--- src/rtl/conv_engine_arbiter_if.sv ---
// rtl/conv_engine_arbiter_if.sv - requester, engine and consumer handshake bundle for conv_engine_arbiter
interface conv_engine_arbiter_if #(
  parameter int R = 4,
  parameter int T = 16
);
  localparam int IDW = $clog2(R);

  logic [R*T-1:0] req_data;
  logic [R-1:0]   req_valid;
  logic [R-1:0]   req_ready;
  logic [T-1:0]   eng_x_data;
  logic           eng_x_valid;
  logic           eng_x_ready;
  logic [T-1:0]   eng_y_data;
  logic           eng_y_valid;
  logic           eng_y_ready;
  logic [T-1:0]   out_data;
  logic [IDW-1:0] out_id;
  logic           out_last;
  logic           out_valid;
  logic           out_ready;
  logic           busy;

  // slave is the arbiter's view; master is the surrounding buffers, engine and consumer
  modport slave (
    input  req_data, req_valid, eng_x_ready, eng_y_data, eng_y_valid, out_ready,
    output req_ready, eng_x_data, eng_x_valid, eng_y_ready, out_data, out_id, out_last,
           out_valid, busy
  );

  modport master (
    output req_data, req_valid, eng_x_ready, eng_y_data, eng_y_valid, out_ready,
    input  req_ready, eng_x_data, eng_x_valid, eng_y_ready, out_data, out_id, out_last,
           out_valid, busy
  );
endinterface

--- src/rtl/conv_engine_arbiter.sv ---
// rtl/conv_engine_arbiter.sv - frame-level arbiter sharing one convolution engine among R requesters
// CONV_ARB_FIXED_PRIO_EN selects fixed lowest-index priority instead of round-robin.
module conv_engine_arbiter #(
  parameter int R = 4,
  parameter int N = 16,
  parameter int M = 4,
  parameter int T = 16
) (
  input  logic                  clk,
  input  logic                  reset,
  conv_engine_arbiter_if.slave  bus
);
  localparam int L   = N - M + 1;
  localparam int IDW = $clog2(R);
  localparam int ICW = $clog2(N + 1);
  localparam int OCW = $clog2(L + 1);

  typedef enum logic [1:0] {IDLE, ARB, FEED, DRAIN} state_t;

  state_t         state;
  state_t         state_nxt;
  logic [IDW-1:0] g;
  logic [IDW-1:0] last;
  logic [IDW-1:0] win_id;
  logic           win_found;
  logic [ICW-1:0] in_cnt;
  logic [OCW-1:0] out_cnt;
  logic           x_beat;
  logic           y_beat;
  logic           in_done;
  logic           out_done;

  assign x_beat   = (state == FEED) && bus.req_valid[g] && bus.eng_x_ready;
  assign y_beat   = (state == DRAIN) && bus.eng_y_valid && bus.out_ready;
  assign in_done  = (in_cnt == ICW'(N - 1));
  assign out_done = (out_cnt == OCW'(L - 1));

  always_comb begin
    win_found = 1'b0;
    win_id    = '0;
`ifdef CONV_ARB_FIXED_PRIO_EN
    for (int i = R - 1; i >= 0; i--) begin
      if (bus.req_valid[IDW'(i)]) begin
        win_found = 1'b1;
        win_id    = IDW'(i);
      end
    end
`else
    // search starts just after the previous winner so every requester gets a turn
    for (int k = 1; k <= R; k++) begin
      int idx;
      idx = (int'(last) + k) % R;
      if (!win_found && bus.req_valid[IDW'(idx)]) begin
        win_found = 1'b1;
        win_id    = IDW'(idx);
      end
    end
`endif
  end

  always_ff @(posedge clk) begin
    if (reset) begin
      state <= IDLE;
    end else begin
      state <= state_nxt;
    end
  end

  always_comb begin
    state_nxt = state;
    case (state)
      IDLE:    if (|bus.req_valid) state_nxt = ARB;
      ARB:     state_nxt = win_found ? FEED : IDLE;
      FEED:    if (x_beat && in_done) state_nxt = DRAIN;
      DRAIN:   if (y_beat && out_done) state_nxt = IDLE;
      default: state_nxt = IDLE;
    endcase
  end

  always_ff @(posedge clk) begin
    if (reset) begin
      g       <= '0;
      last    <= IDW'(R - 1);
      in_cnt  <= '0;
      out_cnt <= '0;
    end else begin
      case (state)
        ARB: begin
          in_cnt  <= '0;
          out_cnt <= '0;
          if (win_found) begin
            g    <= win_id;
            last <= win_id;
          end
        end
        FEED:    if (x_beat) in_cnt <= in_cnt + 1'b1;
        DRAIN:   if (y_beat) out_cnt <= out_cnt + 1'b1;
        default: ;
      endcase
    end
  end

  // data paths are gated to zero outside their owning state so idle outputs read as reset values
  always_comb begin
    bus.req_ready   = '0;
    bus.eng_x_data  = '0;
    bus.eng_x_valid = 1'b0;
    bus.eng_y_ready = 1'b0;
    bus.out_data    = '0;
    bus.out_valid   = 1'b0;
    bus.out_last    = 1'b0;
    case (state)
      FEED: begin
        bus.req_ready[g] = bus.eng_x_ready;
        bus.eng_x_data   = bus.req_data[g*T +: T];
        bus.eng_x_valid  = bus.req_valid[g];
      end
      DRAIN: begin
        bus.out_data    = bus.eng_y_data;
        bus.out_valid   = bus.eng_y_valid;
        bus.eng_y_ready = bus.out_ready;
        bus.out_last    = out_done;
      end
      default: ;
    endcase
  end

  assign bus.out_id = g;
  assign bus.busy   = (state != IDLE);
endmodule

--- src/flat_wrapper.sv ---
// flat-port wrapper written by rule: the top's interface ports become plain ports
module conv_engine_arbiter_flat 
#(
  parameter int R = 4,
  parameter int N = 16,
  parameter int M = 4,
  parameter int T = 16
)
  (clk, reset, bus_req_data, bus_req_valid, bus_eng_x_ready, bus_eng_y_data, bus_eng_y_valid, bus_out_ready, bus_req_ready, bus_eng_x_data, bus_eng_x_valid, bus_eng_y_ready, bus_out_data, bus_out_id, bus_out_last, bus_out_valid, bus_busy);
  conv_engine_arbiter_if #(.R(R), .T(T)) bus_i ();
  input  logic clk;
  input  logic reset;
  input wire logic [$bits(bus_i.req_data)-1:0] bus_req_data;
  input wire logic [$bits(bus_i.req_valid)-1:0] bus_req_valid;
  input wire logic [$bits(bus_i.eng_x_ready)-1:0] bus_eng_x_ready;
  input wire logic [$bits(bus_i.eng_y_data)-1:0] bus_eng_y_data;
  input wire logic [$bits(bus_i.eng_y_valid)-1:0] bus_eng_y_valid;
  input wire logic [$bits(bus_i.out_ready)-1:0] bus_out_ready;
  output wire logic [$bits(bus_i.req_ready)-1:0] bus_req_ready;
  output wire logic [$bits(bus_i.eng_x_data)-1:0] bus_eng_x_data;
  output wire logic [$bits(bus_i.eng_x_valid)-1:0] bus_eng_x_valid;
  output wire logic [$bits(bus_i.eng_y_ready)-1:0] bus_eng_y_ready;
  output wire logic [$bits(bus_i.out_data)-1:0] bus_out_data;
  output wire logic [$bits(bus_i.out_id)-1:0] bus_out_id;
  output wire logic [$bits(bus_i.out_last)-1:0] bus_out_last;
  output wire logic [$bits(bus_i.out_valid)-1:0] bus_out_valid;
  output wire logic [$bits(bus_i.busy)-1:0] bus_busy;
  assign bus_i.req_data = bus_req_data;
  assign bus_i.req_valid = bus_req_valid;
  assign bus_i.eng_x_ready = bus_eng_x_ready;
  assign bus_i.eng_y_data = bus_eng_y_data;
  assign bus_i.eng_y_valid = bus_eng_y_valid;
  assign bus_i.out_ready = bus_out_ready;
  assign bus_req_ready = bus_i.req_ready;
  assign bus_eng_x_data = bus_i.eng_x_data;
  assign bus_eng_x_valid = bus_i.eng_x_valid;
  assign bus_eng_y_ready = bus_i.eng_y_ready;
  assign bus_out_data = bus_i.out_data;
  assign bus_out_id = bus_i.out_id;
  assign bus_out_last = bus_i.out_last;
  assign bus_out_valid = bus_i.out_valid;
  assign bus_busy = bus_i.busy;
  conv_engine_arbiter #(.R(R), .N(N), .M(M), .T(T)) u_core (.clk(clk), .reset(reset), .bus(bus_i));
endmodule
--- config.mk ---
export PLATFORM = sky130hd
export DESIGN_NAME = conv_engine_arbiter_flat
export DESIGN_NICKNAME = d
export VERILOG_FILES = /design/src/rtl/conv_engine_arbiter_if.sv /design/src/rtl/conv_engine_arbiter.sv /design/src/flat_wrapper.sv
export SDC_FILE = /design/constraint.sdc
export NUM_CORES = 1
export LEC_CHECK = 0
export CAP_MARGIN = 20
export CORE_MARGIN = 3
export CORE_UTILIZATION = 33
export CTS_BUF_LIST = sky130_fd_sc_hd__clkbuf_4
export DETAILED_ROUTE_END_ITERATION = 6
export PLACE_DENSITY = 0.82
export SYNTH_ARGS = -nofsm -noshare
export SYNTH_HDL_FRONTEND = slang
export SYNTH_SLANG_ARGS = --single-unit
--- constraint.sdc ---
create_clock -name clk -period 1.9 [get_ports clk]
set_clock_uncertainty 0.1 [all_clocks]
set_input_delay 0.19 -clock clk [delete_from_list [all_inputs] [get_ports clk]]
set_output_delay 0.19 -clock clk [all_outputs]
set_load 0.01 [all_outputs]
==> impl_metrics.env <==
export IMPL_status="finished with violations"
export IMPL_violations="setup timing"
export IMPL_crit_buf_inv=3
export IMPL_grt_start_max_net_pins=33
export IMPL_core_area_sq_mm=0.00447
export IMPL_wl_met2_um=3480
export IMPL_cts_root_buf="clkbuf_4"
export IMPL_slowest_stage="mux4_2"
export IMPL_rsz0062_at_grt="true"
export IMPL_synth_common_cells="and3_1, and2_1, mux4_2, dfxtp_1"
export IMPL_routabilityCongestion=0.840
export IMPL_synth_top_area_frac=0.244
export IMPL_muxShareOfSynthArea=0.256
export IMPL_rrSetupSlack_ps=110
export IMPL_die_h_um=75.0
export IMPL_clockPowerShare=0.141
export IMPL_seqPwrFrac=0.260
export IMPL_worst_r2r_endpoint="u_core.in_cnt[3]"
export IMPL_cts_sinks=15
export IMPL_p_leak_nw=1.37
export IMPL_synth_top_family_by_area="simple AND/OR/NAND/NOR gates"
export IMPL_fin_crit_ps=1970
export IMPL_cp_required_ps=1610
export IMPL_tritoncts="yes"
export IMPL_grt_pass1_vias=1854
export IMPL_setup_viol=7
export IMPL_cp_max_fo=6
export IMPL_yosys_area_top_type="mux4_2"
export IMPL_drive_gt1_frac=0.252
export IMPL_powerDensity_mw_per_mm2=436
export IMPL_drv_slew=0
export IMPL_fmax_ghz=0.508
export IMPL_syn_area_sq_mm=0.00157
export IMPL_num_rows=24
export IMPL_synth_xor_area_frac=0.00557
export IMPL_critPathLaunchType="flip-flop"
export IMPL_max_stage_delay_ps=490
export IMPL_firstDrtPassIters=4
export IMPL_power_combinational_fraction=0.599
export IMPL_async_flop_share=0
export IMPL_endpoint_kind="primary output"
export IMPL_dp_cells=363
export IMPL_syn2layout_area_growth_pct=107
export IMPL_synthSimpleGateAreaFrac=0.346
export IMPL_netlist_instances=176
export IMPL_wl_met1_um=2380
export IMPL_antenna_left=0
export IMPL_yosysMostFrequentCell="and3_1"
export IMPL_synth_seq_cells=15
export IMPL_intPower_mw=0.985
export IMPL_fillers=335
export IMPL_insertedDiodeCount=0
export IMPL_arrival_ps=1680
export IMPL_drt_drc_violations_left=0
export IMPL_cts_buffers_inserted=3
export IMPL_htreeDepth=1
export IMPL_min_to="u_core.in_cnt[4]"
export IMPL_drt_total_wl_um=6450
export IMPL_netSwitchingPower_mw=0.431
export IMPL_tightest_slew_ps=352
export IMPL_cts_path_max_buffers=2
export IMPL_peakVddDrop_v=0.000482
export IMPL_dr_max_layer_used="met4"
export IMPL_min_from="u_core.in_cnt[4]"
export IMPL_synth_compound_area_share=0.120
export IMPL_crit_chain="buf_8 -> buf_6 -> mux4_2 -> and2_4 -> buf_6"
export IMPL_fin_crit_sh=1.04
export IMPL_hp_class="flip-flop to flip-flop"
export IMPL_fin_setup_tns_ps=-340
export IMPL_reg2reg_from="u_core.bus.out_id[0]"
export IMPL_wire_per_inst_um=17.1
export IMPL_io_pins=132
export IMPL_fin_ws_ps=-67.6
export IMPL_path_common_cell="buf_6"
export IMPL_synth_warnings=0
export IMPL_dieWidth_um=75.0
export IMPL_nNetsFinal=420
export IMPL_ctsHoldBuffers=0
export IMPL_ys_flop_type="dfxtp_1"
export IMPL_track_usage=0.206
export IMPL_synthAdderAreaFrac=0.0318
export IMPL_start_util=0.351
export IMPL_synth_seq_area_share=0.191
export IMPL_clk_latency_ps=290
export IMPL_swShare=0.305
export IMPL_die_area_sq_mm=0.00563
export IMPL_clk_pin_slew_ps=90
export IMPL_syn_nets=269
export IMPL_stdcell_count=378
export IMPL_drt_initial_drc_count=58
export IMPL_hpwlAfterDp_um=4960
export IMPL_viasPerCell=5.26
export IMPL_cap_violations=0
export IMPL_synthDistinctLibCells=44
export IMPL_crit_type="flip-flop to primary output"
export IMPL_slew_headroom=0.759
export IMPL_synth_area_top_cells="mux4_2, dfxtp_1, and3_1"
export IMPL_syn_avg_cell_area_sq_um=8.93
export IMPL_grt_overflow_total=0
export IMPL_synth_edff_count=0
export IMPL_via_count=1987
export IMPL_portBuffers=131
export IMPL_grt_pass1_wl_um=9000
export IMPL_antenna_found_initial=0
export IMPL_critPathTopFamily="multiplexers"
export IMPL_ff2ff_path_depth=7
export IMPL_final_hold_viol_count=0
export IMPL_route_met3_wl_um=446
export IMPL_whs_path_depth=2
export IMPL_crit_start="u_core.bus.out_id[0]"
[power by group through the flow]
| stage | registers [mW] | logic (mW) | clock network (mW) |
|---|---|---|---|
| floorplan | 0.358 | 0.335 | 0 |
| global placement | 0.359 | 0.720 | 0 |
| detailed placement | 0.359 | 0.736 | 0 |
| CTS | 0.357 | 0.804 | 0.205 |
| global route | 0.371 | 0.907 | 0.218 |
| finish | 0.367 | 0.848 | 0.200 |
[cell families after synthesis]
| logic type | count (synthesis) |
|---|---|
| AND/OR/NAND/NOR | 91 |
| AO/OA/AOI/OAI | 28 |
| multiplexers | 19 |
| buffers and inverters | 18 |
| flip-flops | 15 |
| adder cells (fa/ha/maj) | 4 |
| XOR/XNOR | 1 |
[worst max path at each step]
stage / slack (ps) / end / depth (start not counted)
after floorplan: 5 / bus_eng_x_data[10] / 4
after global placement: -170 / bus_eng_x_valid / 4
after detailed placement: -200 / bus_eng_x_valid / 4
after CTS: -70 / bus_eng_x_data[1] / 5
after global routing: -120 / bus_eng_x_data[13] / 5
final: -70 / bus_eng_x_data[13] / 5
[cells in the final DEF, fill, tap and decap left out, types with 3 or more instances in the layout]
cell / Yosys / final
a21oi_1: 10 / 10
and2_1: 18 / 9
and2_4: 0 / 9
and3_1: 20 / 20
buf_12: 0 / 4
buf_2: 4 / 8
buf_4: 1 / 16
buf_6: 0 / 13
clkbuf_4: 0 / 4
clkdlybuf4s50_1: 0 / 107
dfxtp_1: 15 / 11
dlygate4sd2_1: 0 / 5
ha_1: 4 / 4
inv_1: 5 / 5
mux4_2: 17 / 17
nand2_1: 7 / 7
nand2b_1: 5 / 5
nand3_1: 7 / 7
nand4_1: 4 / 4
nor2_1: 10 / 10
nor2b_1: 4 / 4
or2_1: 3 / 3
or3b_1: 4 / 4
[layout make-up]
type | instances | area [sq um] | area share
Sequential cell | 15 | 310 | 0.0955
Tap cell | 52 | 65.1 | 0.0200
Clock buffer | 4 | 30.0 | 0.00924
Timing Repair Buffer | 159 | 1610 | 0.495
Multi-Input combinational cell | 143 | 1220 | 0.375
Inverter | 5 | 18.8 | 0.00578
[state kept, by name, summed over array words and instances, names as in the netlist, named ones only]
name	cells
u_core.last	2
u_core.state	1
u_core.out_cnt	4
u_core.bus.out_id	2
u_core.in_cnt	5
[routing by layer]
metal	GRT usage	up-vias
li1	-	968
met5	0	-
met2	0.386	74
met1	0.222	931
met3	0.0601	14
met4	0.0593	0
[worst register-to-register path, stage by stage (launching register included)]
cell and delay [ps]:
dfxtp_4 380, buf_8 140, buf_4 130, mux4_2 240
buf_4 150, nand3_4 100, or3_1 350, a21oi_1 140
[stage by stage]
step	hold slack, ps	power (mW)	setup slack [ps]	util	area (sq um)
6_report	380	1.42	-67.6	0.726	3250
3_5_place_dp	369	1.10	-196	0.677	3030
4_1_cts	381	1.37	-68.1	0.704	3150
2_1_floorplan	193	0.694	5.41	-	1570
3_3_place_gp	358	1.08	-172	0.677	3030
5_1_grt	418	1.50	-120	0.726	3250
[timing repair]
action | 4_1_cts | 5_1_grt
setup endpoints to repair | 41 | 35
gates cloned | 1 | 2
pin swaps | 12 | 4
buffers inserted | 8 | 1
resized for setup | 96 | 18
Note: power is estimated with default switching activity, not from simulation.
